### src/rtl/mc_control_fsm.sv
// Multi-cycle control unit: sequences FETCH/DECODE/execute/writeback for a
// small MIPS-like datapath and drives the ALU controls, mux selects and all
// datapath write enables. Outputs are decoded from the current state only,
// except alu_ctrl in EXEC (funct-dependent) and pc_en in BRANCH (zero flag).
module mc_control_fsm #(
  parameter int STATE_W = 4
) (
  input  logic               clk,
  input  logic               rst_n,
  input  logic [5:0]         op,
  input  logic [5:0]         funct,
  input  logic               zero,
  output logic               iord,
  output logic               mem_write,
  output logic               ir_write,
  output logic               reg_dst,
  output logic               mem_to_reg,
  output logic               reg_write,
  output logic               alu_src_a,
  output logic [1:0]         alu_src_b,
  output logic [2:0]         alu_ctrl,
  output logic [1:0]         pc_src,
  output logic               pc_en,
  output logic [STATE_W-1:0] state_o
);

  // State encodings
  localparam logic [3:0] S_FETCH  = 4'd0;
  localparam logic [3:0] S_DECODE = 4'd1;
  localparam logic [3:0] S_MEMADR = 4'd2;
  localparam logic [3:0] S_MEMRD  = 4'd3;
  localparam logic [3:0] S_MEMWB  = 4'd4;
  localparam logic [3:0] S_MEMWR  = 4'd5;
  localparam logic [3:0] S_EXEC   = 4'd6;
  localparam logic [3:0] S_ALUWB  = 4'd7;
  localparam logic [3:0] S_BRANCH = 4'd8;
  localparam logic [3:0] S_ADDIEX = 4'd9;
  localparam logic [3:0] S_ADDIWB = 4'd10;
  localparam logic [3:0] S_JUMP   = 4'd11;

  // Opcodes
  localparam logic [5:0] OP_RTYPE = 6'b000000;
  localparam logic [5:0] OP_LW    = 6'b100011;
  localparam logic [5:0] OP_SW    = 6'b101011;
  localparam logic [5:0] OP_BEQ   = 6'b000100;
  localparam logic [5:0] OP_ADDI  = 6'b001000;
  localparam logic [5:0] OP_J     = 6'b000010;

  // ALU operation codes
  localparam logic [2:0] ALU_ADD = 3'b010;
  localparam logic [2:0] ALU_SUB = 3'b110;
  localparam logic [2:0] ALU_AND = 3'b000;
  localparam logic [2:0] ALU_OR  = 3'b001;
  localparam logic [2:0] ALU_SLT = 3'b111;

  logic [3:0] r_state;
  logic [3:0] w_next_state;
  logic [2:0] w_funct_ctrl;
  logic       w_ir_write;
  logic       w_mem_write;
  logic       w_reg_write;
  logic       w_pc_en;

  // State register; reset returns to FETCH without waiting for a clock.
  // NOTE: sequential state uses non-blocking assignment so every flop samples
  // pre-edge values regardless of block evaluation order.
  always_ff @(posedge clk or negedge rst_n) begin
    if (!rst_n) r_state <= S_FETCH;
    else        r_state <= w_next_state;
  end

  // Next-state decode; unknown opcodes and unused encodings fall to FETCH.
  // NOTE: a default assignment at the top of each always_comb guarantees no
  // latch is inferred for paths a case item forgets to assign.
  always_comb begin
    w_next_state = S_FETCH;
    case (r_state)
      S_FETCH:  w_next_state = S_DECODE;
      S_DECODE: begin
        case (op)
          OP_LW, OP_SW: w_next_state = S_MEMADR;
          OP_RTYPE:     w_next_state = S_EXEC;
          OP_BEQ:       w_next_state = S_BRANCH;
          OP_ADDI:      w_next_state = S_ADDIEX;
          OP_J:         w_next_state = S_JUMP;
          default:      w_next_state = S_FETCH;
        endcase
      end
      S_MEMADR: w_next_state = (op == OP_SW) ? S_MEMWR : S_MEMRD;
      S_MEMRD:  w_next_state = S_MEMWB;
      S_EXEC:   w_next_state = S_ALUWB;
      S_ADDIEX: w_next_state = S_ADDIWB;
      default:  w_next_state = S_FETCH;
    endcase
  end

  // R-type funct to ALU operation; unrecognised funct performs an add.
  always_comb begin
    w_funct_ctrl = ALU_ADD;
    case (funct)
      6'b100000: w_funct_ctrl = ALU_ADD;
      6'b100010: w_funct_ctrl = ALU_SUB;
      6'b100100: w_funct_ctrl = ALU_AND;
      6'b100101: w_funct_ctrl = ALU_OR;
      6'b101010: w_funct_ctrl = ALU_SLT;
      default:   w_funct_ctrl = ALU_ADD;
    endcase
  end

  // Per-state output decode; anything not set for a state stays 0.
  always_comb begin
    iord        = 1'b0;
    w_mem_write = 1'b0;
    w_ir_write  = 1'b0;
    reg_dst     = 1'b0;
    mem_to_reg  = 1'b0;
    w_reg_write = 1'b0;
    alu_src_a   = 1'b0;
    alu_src_b   = 2'b00;
    alu_ctrl    = ALU_AND;
    pc_src      = 2'b00;
    w_pc_en     = 1'b0;
    case (r_state)
      S_FETCH: begin
        w_ir_write = 1'b1;
        alu_src_b  = 2'b01;
        alu_ctrl   = ALU_ADD;
        w_pc_en    = 1'b1;
      end
      S_DECODE: begin
        alu_src_b = 2'b11;
        alu_ctrl  = ALU_ADD;
      end
      S_MEMADR, S_ADDIEX: begin
        alu_src_a = 1'b1;
        alu_src_b = 2'b10;
        alu_ctrl  = ALU_ADD;
      end
      S_MEMRD: iord = 1'b1;
      S_MEMWB: begin
        w_reg_write = 1'b1;
        mem_to_reg  = 1'b1;
      end
      S_MEMWR: begin
        iord        = 1'b1;
        w_mem_write = 1'b1;
      end
      S_EXEC: begin
        alu_src_a = 1'b1;
        alu_ctrl  = w_funct_ctrl;
      end
      S_ALUWB: begin
        reg_dst     = 1'b1;
        w_reg_write = 1'b1;
      end
      S_BRANCH: begin
        alu_src_a = 1'b1;
        alu_ctrl  = ALU_SUB;
        pc_src    = 2'b01;
        w_pc_en   = zero;
      end
      S_ADDIWB: w_reg_write = 1'b1;
      S_JUMP: begin
        pc_src  = 2'b10;
        w_pc_en = 1'b1;
      end
      default: ;
    endcase
  end

  // Write enables are masked directly by reset so nothing is written while
  // rst_n is low, even though the state already reads FETCH.
  assign ir_write  = w_ir_write  & rst_n;
  assign mem_write = w_mem_write & rst_n;
  assign reg_write = w_reg_write & rst_n;
  assign pc_en     = w_pc_en     & rst_n;

  assign state_o = STATE_W'(r_state);

endmodule

### config.mk
export PLATFORM = sky130hd
export DESIGN_NAME = mc_control_fsm
export DESIGN_NICKNAME = d
export VERILOG_FILES = /design/src/rtl/mc_control_fsm.sv
export SDC_FILE = /design/constraint.sdc
export NUM_CORES = 1
export LEC_CHECK = 0
export BUFFER_PORTS_ARGS = -buffer_cell sky130_fd_sc_hd__clkbuf_2
export CORE_MARGIN = 2
export CORE_UTILIZATION = 25
export DETAILED_ROUTE_END_ITERATION = 10
export GPL_ROUTABILITY_DRIVEN = 0
export GPL_TIMING_DRIVEN = 0
export HOLD_SLACK_MARGIN = 0.03
export PLACE_DENSITY_LB_ADDON = 0.12
export SLEW_MARGIN = 20
export SYNTH_ARGS = -nofsm -noshare
export SYNTH_HDL_FRONTEND = slang
export SYNTH_SLANG_ARGS = --single-unit
### constraint.sdc
create_clock -name clk -period 1.2 [get_ports clk]
set_input_delay 0.12 -clock clk [delete_from_list [all_inputs] [get_ports clk]]
set_output_delay 0.12 -clock clk [all_outputs]
set_load 0.01 [all_outputs]
==> results of run 1 <==
## metrics by stage
stage	cells	utilization [%]	worst slack (ps)	TNS, ps
after floorplan	71	-	-27.8	-30.9
after global placement	131	37.4	-155	-912
after detailed placement	131	37.4	-139	-910
after CTS	143	48.6	-271	-2880
after global routing	149	53.5	-343	-3850
final	149	53.5	-276	-2600
## synthesized netlist by cell type, types with 2 or more instances
cell / n / share of area (%)
buf_2: 3 / 3.0
inv_1: 4 / 3.0
nand2_1: 6 / 4.5
nor2_1: 8 / 6.0
xor2_1: 2 / 3.5
nand4_1: 3 / 3.7
nand2b_1: 4 / 5.0
nor3_1: 8 / 7.9
dfrtp_1: 4 / 20
a21oi_1: 3 / 3.0
nand3_1: 2 / 2.0
## worst max-delay path, cell delays in order (launching register included)
cell and delay [ps]:
dfrtp_2 440, or3_4 410, a21oi_2 130, buf_2 130
## area by class of cell
cell class	instances	area (sq um)
fill	196	893
multi-input combinational	58	500
timing repair buffer	49	307
sequential	4	105
buffer	4	45.0
tap	27	33.8
clock buffer	3	22.5
inverter	4	15.0
## report_power, final
group | switching [mW] | leakage [nW] | internal, mW
combinational | 0.609 | 0.407 | 0.666
clock | 0.0494 | 0.0138 | 0.111
sequential | 0.0724 | 0.0473 | 0.176
## logic make-up (layout without fill, tap and decap cells)
family | count (synthesis) | count (layout) | share of synthesized area [%]
XOR/XNOR | 3 | 3 | 5.21
AO/OA/AOI/OAI | 15 | 15 | 22.1
buffers and inverters | 9 | 60 | 9.18
AND/OR/NAND/NOR | 39 | 39 | 41.7
multiplexers | 1 | 1 | 1.99
flip-flops | 4 | 4 | 19.9
## final timing paths
kind,startpoint,end,slack [ps]
max in group asynchronous,rst_n,state_o[1],680
max reg2reg,state_o[0],state_o[2],-40
min reg2reg,state_o[1],state_o[0],740
min in group asynchronous,rst_n,state_o[2],340
max,state_o[2],alu_ctrl[2],-280
min,op[4],state_o[3],200
## per-layer routing
layer	vias up	global-route usage, %	wire [um]
met5	-	0	0
met4	0	4.29	0
met3	0	3.99	79
met2	22	28.8	988
met1	334	17.4	779
li1	369	-	-
## repair_timing
action	CTS	global route
pin swaps	9	7
setup buffers	10	6
endpoints found under the setup margin	18	18
resized for setup	35	24
hold buffers	1	0
endpoints found under the hold margin	4	0
==> flow_summary.html, run 1 <==
<table>
<tr><th>Metric</th><th>Value</th></tr>
<tr><th colspan="2">Outcome</th></tr>
<tr><td>Result of the run</td><td>complete, but fails checks</td></tr>
<tr><td>Failing checks</td><td>negative setup slack</td></tr>
<tr><th colspan="2">Floorplanning</th></tr>
<tr><td>Horizontal die dimension</td><td>between 40 and 50 um</td></tr>
<tr><td>Number of I/O pins</td><td>34</td></tr>
<tr><td>Core region area</td><td>slightly below 2000 sq um</td></tr>
<tr><td>Die extent in y</td><td>48.9 um</td></tr>
<tr><td>Cell row count</td><td>16</td></tr>
<tr><td>Overall die area</td><td>2390 sq um</td></tr>
<tr><td>Starting density of the core</td><td>26.2%</td></tr>
<tr><th colspan="2">Synthesis</th></tr>
<tr><td>Synth Warn #</td><td>0</td></tr>
<tr><td>Number of enable flip-flop cells after synthesis</td><td>0</td></tr>
<tr><td>Sequential share of the synthesized area</td><td>19.9%</td></tr>
<tr><td>Number of unique standard cell types used by synthesis</td><td>35</td></tr>
<tr><td>Post-synthesis instance area</td><td>504 sq um</td></tr>
<tr><td>Count of state elements after synthesis</td><td>4</td></tr>
<tr><td>Post-synth top flop</td><td>dfrtp_1</td></tr>
<tr><td>Number of instances in the synthesized netlist</td><td>71</td></tr>
<tr><td>Avg Synthesized Cell Area</td><td>around 7 sq um</td></tr>
<tr><td>Fraction of registers with async set/reset</td><td>100%</td></tr>
<tr><td>Nets in the synthesized netlist</td><td>86</td></tr>
<tr><th colspan="2">Timing</th></tr>
<tr><td>Relative slew slack</td><td>around four fifths</td></tr>
<tr><td>Final Critical Period</td><td>1480 ps</td></tr>
<tr><td>Final number of max-transition violations</td><td>0</td></tr>
<tr><td>Fin. Hold Viols</td><td>0</td></tr>
<tr><td>Highest Clock Rate</td><td>around 680 MHz</td></tr>
<tr><td>Setup violators final</td><td>16</td></tr>
<tr><td>Final worst path period share</td><td>123%</td></tr>
<tr><td>Setup clock skew after layout</td><td>1.38 ps</td></tr>
<tr><td>Final worst hold slack</td><td>197 ps</td></tr>
<tr><td>Least-Margin Pin Slew</td><td>310 ps</td></tr>
<tr><td>Setup repair after global routing missed its margin</td><td>true</td></tr>
<tr><td>Worst setup margin</td><td>-276 ps</td></tr>
<tr><th colspan="2">Worst setup path</th></tr>
<tr><td>Crit end category</td><td>primary output</td></tr>
<tr><td>Worst Setup Path Type</td><td>flip-flop to primary output</td></tr>
<tr><td>Startpoint type of the worst setup path</td><td>flip-flop</td></tr>
<tr><td>Arrival time reported for the critical path endpoint</td><td>1360 ps</td></tr>
<tr><td>Highest fanout seen on the critical path</td><td>6</td></tr>
<tr><td>Worst path required time</td><td>between 1000 and 1500 ps</td></tr>
<tr><td>Count of cells along the worst register-to-register path</td><td>4</td></tr>
<tr><th colspan="2">Global route</th></tr>
<tr><td>Global route overflow</td><td>0</td></tr>
<tr><td>Overall track demand over capacity in global routing</td><td>15.6%</td></tr>
<tr><td>Pin count of the biggest net entering global routing</td><td>11</td></tr>
<tr><td>Global-route wire length before repair</td><td>2980 um</td></tr>
<tr><td>Initial antenna violation count</td><td>0</td></tr>
<tr><td>Via count of the first global-routing pass</td><td>694</td></tr>
<tr><th colspan="2">Final layout</th></tr>
<tr><td>Layout cell share with drive strength beyond 1</td><td>around 70%</td></tr>
<tr><td>Diode count</td><td>0</td></tr>
<tr><td>Max FFs per register</td><td>4</td></tr>
<tr><td>Top library cells by usage in the layout, fill and taps aside</td><td>clkbuf_2 (21), buf_2 (12), buf_4 (10)</td></tr>
<tr><td>Non-Filler Cell Area, Final</td><td>slightly above 1000 sq um</td></tr>
<tr><td>Area growth from synthesis to layout</td><td>104%</td></tr>
<tr><td>Final Net Count</td><td>139</td></tr>
<tr><td>Most common cell after layout, fill and taps aside</td><td>clkbuf_2</td></tr>
<tr><th colspan="2">Drt</th></tr>
<tr><td>Drt initial violations</td><td>6</td></tr>
<tr><td>Via density per instance</td><td>4.87</td></tr>
<tr><td>Detailed-route via count</td><td>725</td></tr>
<tr><td>Total length of routed wires</td><td>1850 um</td></tr>
<tr><td>DRT antenna net count</td><td>0</td></tr>
<tr><td>Number of detailed-routing iterations run before antenna repair</td><td>4</td></tr>
<tr><td>Remaining design rule violation count</td><td>0</td></tr>
<tr><td>Wire length per cell</td><td>12.4 um</td></tr>
<tr><th colspan="2">Clock network</th></tr>
<tr><td>CTS buffer count</td><td>3</td></tr>
<tr><td>Clock insertion delay at the later pin of the skew report</td><td>230 ps</td></tr>
<tr><td>Clock slew at reported path FFs</td><td>40 ps</td></tr>
<tr><td>Number of levels in the clock H-tree</td><td>1</td></tr>
<tr><td>Deepest clock path buffer count</td><td>2</td></tr>
<tr><td>Sinks on Clock Net</td><td>4</td></tr>
<tr><td>CTS tree</td><td>done</td></tr>
<tr><td>Clock Root Buffer</td><td>clkbuf_4</td></tr>
<tr><th colspan="2">Power and ir drop</th></tr>
<tr><td>Worst vdd ir</td><td>0.860 mV</td></tr>
<tr><td>Power per unit of standard cell area</td><td>1640 nW/um^2</td></tr>
<tr><td>Final Total Pwr</td><td>between 1.5 and 2 mW</td></tr>
<tr><td>Leak</td><td>0.468 nW</td></tr>
<tr><th colspan="2">Placed design</th></tr>
<tr><td>Port Buf Inserts</td><td>33</td></tr>
<tr><td>Detailed placement HPWL</td><td>1210 um</td></tr>
<tr><td>Cell area after placement</td><td>roughly 720 sq um</td></tr>
<tr><th colspan="2">Worst hold path</th></tr>
<tr><td>Worst Hold Depth</td><td>4</td></tr>
<tr><td>Kind of path behind the tightest hold check</td><td>input port to flip-flop</td></tr>
<tr><th colspan="2">Flow run</th></tr>
<tr><td>Number of max-capacitance violations reported</td><td>0</td></tr>
</table>
(Power assumes the default switching activity.)
==> run 2: changes to the inputs <==
--- a/config.mk
+++ b/config.mk
@@ -9,10 +9,10 @@
 export CORE_MARGIN = 2
 export CORE_UTILIZATION = 25
 export DETAILED_ROUTE_END_ITERATION = 10
-export GPL_ROUTABILITY_DRIVEN = 0
 export GPL_TIMING_DRIVEN = 0
 export HOLD_SLACK_MARGIN = 0.03
 export PLACE_DENSITY_LB_ADDON = 0.12
+export RECOVER_POWER = 100
 export SLEW_MARGIN = 20
 export SYNTH_ARGS = -nofsm -noshare
 export SYNTH_HDL_FRONTEND = slang
==> flow_summary.html, run 2 (synthesis results as in run 1) <==
<table>
<tr><th>Metric</th><th>Value</th></tr>
<tr><th colspan="2">Outcome</th></tr>
<tr><td>Result of the run</td><td>complete, but fails checks (unchanged)</td></tr>
<tr><td>Failing checks</td><td>negative setup slack (unchanged)</td></tr>
<tr><th colspan="2">Timing</th></tr>
<tr><td>Final Critical Period</td><td>1480 ps (unchanged)</td></tr>
<tr><td>Least-Margin Pin Slew</td><td>310 ps (unchanged)</td></tr>
<tr><td>Sum of negative setup slack</td><td>-2600 ps (about the same)</td></tr>
<tr><td>Setup repair after global routing missed its margin</td><td>true (unchanged)</td></tr>
<tr><td>Setup violators final</td><td>16 (unchanged)</td></tr>
<tr><td>Setup clock skew after layout</td><td>1.38 ps (unchanged)</td></tr>
<tr><td>Fin. Hold Viols</td><td>0 (unchanged)</td></tr>
<tr><td>Relative slew slack</td><td>79.4% (unchanged)</td></tr>
<tr><td>Highest Clock Rate</td><td>677 MHz (unchanged)</td></tr>
<tr><td>Final number of max-transition violations</td><td>0 (unchanged)</td></tr>
<tr><td>Worst setup margin</td><td>-276 ps (unchanged)</td></tr>
<tr><td>Final worst path period share</td><td>123% (unchanged)</td></tr>
<tr><th colspan="2">Final layout</th></tr>
<tr><td>Area growth from synthesis to layout</td><td>104% (about the same)</td></tr>
<tr><td>Top library cells by usage in the layout, fill and taps aside</td><td>clkbuf_2 (20), buf_2 (12), buf_4 (10) (was clkbuf_2 (21), buf_2 (12), buf_4 (10))</td></tr>
<tr><td>Final Net Count</td><td>139 (unchanged)</td></tr>
<tr><td>Non-Filler Cell Area, Final</td><td>1030 sq um (about the same)</td></tr>
<tr><td>Non-filler cells, final</td><td>149 (unchanged)</td></tr>
<tr><td>Max FFs per register</td><td>4 (unchanged)</td></tr>
<tr><td>Diode count</td><td>0 (unchanged)</td></tr>
<tr><td>Most common cell after layout, fill and taps aside</td><td>clkbuf_2 (unchanged)</td></tr>
<tr><td>FILL cells</td><td>197 (was 196)</td></tr>
<tr><td>Layout cell share with drive strength beyond 1</td><td>71.3% (was 72.1%)</td></tr>
<tr><th colspan="2">Floorplanning</th></tr>
<tr><td>Die extent in y</td><td>48.9 um (unchanged)</td></tr>
<tr><td>Starting density of the core</td><td>26.2% (unchanged)</td></tr>
<tr><td>Overall die area</td><td>2390 sq um (unchanged)</td></tr>
<tr><td>Cell row count</td><td>16 (unchanged)</td></tr>
<tr><td>Core region area</td><td>1920 sq um (unchanged)</td></tr>
<tr><td>Horizontal die dimension</td><td>48.9 um (unchanged)</td></tr>
<tr><td>Number of I/O pins</td><td>34 (unchanged)</td></tr>
<tr><th colspan="2">Global route</th></tr>
<tr><td>Via count of the first global-routing pass</td><td>694 (unchanged)</td></tr>
<tr><td>Initial antenna violation count</td><td>0 (unchanged)</td></tr>
<tr><td>Global route overflow</td><td>0 (unchanged)</td></tr>
<tr><td>Overall track demand over capacity in global routing</td><td>15.6% (unchanged)</td></tr>
<tr><td>Global-route wire length before repair</td><td>2980 um (unchanged)</td></tr>
<tr><td>Pin count of the biggest net entering global routing</td><td>11 (unchanged)</td></tr>
<tr><th colspan="2">Drt</th></tr>
<tr><td>Number of detailed-routing iterations run before antenna repair</td><td>4 (unchanged)</td></tr>
<tr><td>DRT antenna net count</td><td>0 (unchanged)</td></tr>
<tr><td>Wire length per cell</td><td>12.4 um (about the same)</td></tr>
<tr><td>Total length of routed wires</td><td>1850 um (about the same)</td></tr>
<tr><td>Detailed-route via count</td><td>725 (unchanged)</td></tr>
<tr><td>Via density per instance</td><td>4.87 (unchanged)</td></tr>
<tr><td>Drt initial violations</td><td>6 (unchanged)</td></tr>
<tr><td>Remaining design rule violation count</td><td>0 (unchanged)</td></tr>
<tr><th colspan="2">Placed design</th></tr>
<tr><td>Detailed placement HPWL</td><td>1210 um (unchanged)</td></tr>
<tr><td>Routability congestion estimate</td><td>between 0.7 and 0.8</td></tr>
<tr><td>Cell area after placement</td><td>718 sq um (unchanged)</td></tr>
<tr><td>DP Cell Count</td><td>131 (unchanged)</td></tr>
<tr><td>Post-Place Setup Slack</td><td>-139 ps (unchanged)</td></tr>
<tr><td>Port Buf Inserts</td><td>33 (unchanged)</td></tr>
<tr><th colspan="2">Clock network</th></tr>
<tr><td>Clock slew at reported path FFs</td><td>40 ps (about the same)</td></tr>
<tr><td>Sinks on Clock Net</td><td>4 (unchanged)</td></tr>
<tr><td>Number of levels in the clock H-tree</td><td>1 (unchanged)</td></tr>
<tr><td>Deepest clock path buffer count</td><td>2 (unchanged)</td></tr>
<tr><td>CTS buffer count</td><td>3 (unchanged)</td></tr>
<tr><td>CTS tree</td><td>done (unchanged)</td></tr>
<tr><td>Clock insertion delay at the later pin of the skew report</td><td>230 ps (about the same)</td></tr>
<tr><td>Clock Root Buffer</td><td>clkbuf_4 (unchanged)</td></tr>
<tr><th colspan="2">Power and ir drop</th></tr>
<tr><td>Power per unit of standard cell area</td><td>1640 nW/um^2 (about the same)</td></tr>
<tr><td>Part of the total power dissipated in sequential elements</td><td>14.8% (about the same)</td></tr>
<tr><td>Share of total power in combinational logic</td><td>75.7% (about the same)</td></tr>
<tr><td>Switching portion of total power</td><td>43.4% (about the same)</td></tr>
<tr><td>Leak</td><td>0.465 nW (was 0.468 nW)</td></tr>
<tr><td>Clock network power share</td><td>9.6% (about the same)</td></tr>
<tr><td>Internal power</td><td>953 uW (was 954 uW)</td></tr>
<tr><td>Net Sw Power</td><td>730 uW (about the same)</td></tr>
<tr><td>Worst vdd ir</td><td>0.860 mV (about the same)</td></tr>
<tr><th colspan="2">Worst setup path</th></tr>
<tr><td>Worst path required time</td><td>1080 ps (about the same)</td></tr>
<tr><td>Arrival time reported for the critical path endpoint</td><td>1360 ps (about the same)</td></tr>
<tr><td>Highest fanout seen on the critical path</td><td>6 (unchanged)</td></tr>
<tr><td>Crit end category</td><td>primary output (unchanged)</td></tr>
<tr><td>Startpoint type of the worst setup path</td><td>flip-flop (unchanged)</td></tr>
<tr><td>Worst Setup Path Type</td><td>flip-flop to primary output (unchanged)</td></tr>
<tr><th colspan="2">Flow run</th></tr>
<tr><td>Number of max-capacitance violations reported</td><td>0 (unchanged)</td></tr>
<tr><th colspan="2">Worst hold path</th></tr>
<tr><td>Kind of path behind the tightest hold check</td><td>input port to flip-flop (unchanged)</td></tr>
</table>
## run 2: worst paths after layout
| check | startpoint | end | slack, ps | cells after the start |
|---|---|---|---|---|
| max | state_o[2] | alu_ctrl[2] | -280 | 3 |
| min in group asynchronous | rst_n | state_o[2] | 430 | 2 |
| min | op[4] | state_o[3] | 200 | 4 |
| max reg2reg | state_o[0] | state_o[2] | -40 | 4 |
| max in group asynchronous | rst_n | state_o[1] | 590 | 2 |
| min reg2reg | state_o[1] | state_o[0] | 740 | 2 |
## run 2: metal layers
| metal | up-vias | routed length (um) | GRT usage, % |
|---|---|---|---|
| li1 | 369 | - | - |
| met1 | 334 | 780 | 17.4 |
| met2 | 22 | 988 | 28.8 |
| met3 | 0 | 79 | 3.99 |
| met4 | 0 | 0 | 4.29 |
| met5 | - | 0 | 0 |
## run 2: power groups by stage
| stage | clock network (mW) | registers (mW) | logic [mW] |
|---|---|---|---|
| final | 0.161 | 0.249 | 1.27 |
| after detailed placement | 0 | 0.208 | 0.752 |
| after global routing | 0.186 | 0.255 | 1.37 |
| after floorplan | 0 | 0.216 | 0.493 |
| after global placement | 0 | 0.206 | 0.749 |
| after CTS | 0.169 | 0.250 | 1.10 |
## run 2: final cells by class
cell class	count	area (sq um)	area share, %
sequential	4	105	10.2
clock buffer	3	22.5	2.19
timing repair buffer	49	305	29.7
tap	27	33.8	3.29
multi-input combinational	58	500	48.7
buffer	4	45.0	4.38
inverter	4	15.0	1.46
## run 2: repair_timing
action	in CTS	in global routing
endpoints found under the hold margin	4	0
setup endpoints to repair	18	18
resized for setup	35	24
hold buffers	1	0
buffers inserted	10	6
pin swaps	9	7
## run 2: worst max-delay path, stage by stage, from the launching register on
cell	delay, ps
dfrtp_2	440
or3_4	410
a21oi_2	130
buf_2	130
## run 2: stage by stage
stage | total power, mW | util, % | hold slack (ps)
2_1_floorplan | 0.709 | - | -176
3_3_place_gp | 0.955 | 37.4 | -48.6
3_5_place_dp | 0.959 | 37.4 | -46.7
4_1_cts | 1.52 | 48.6 | 188
5_1_grt | 1.81 | 53.5 | 218
6_report | 1.68 | 53.5 | 197
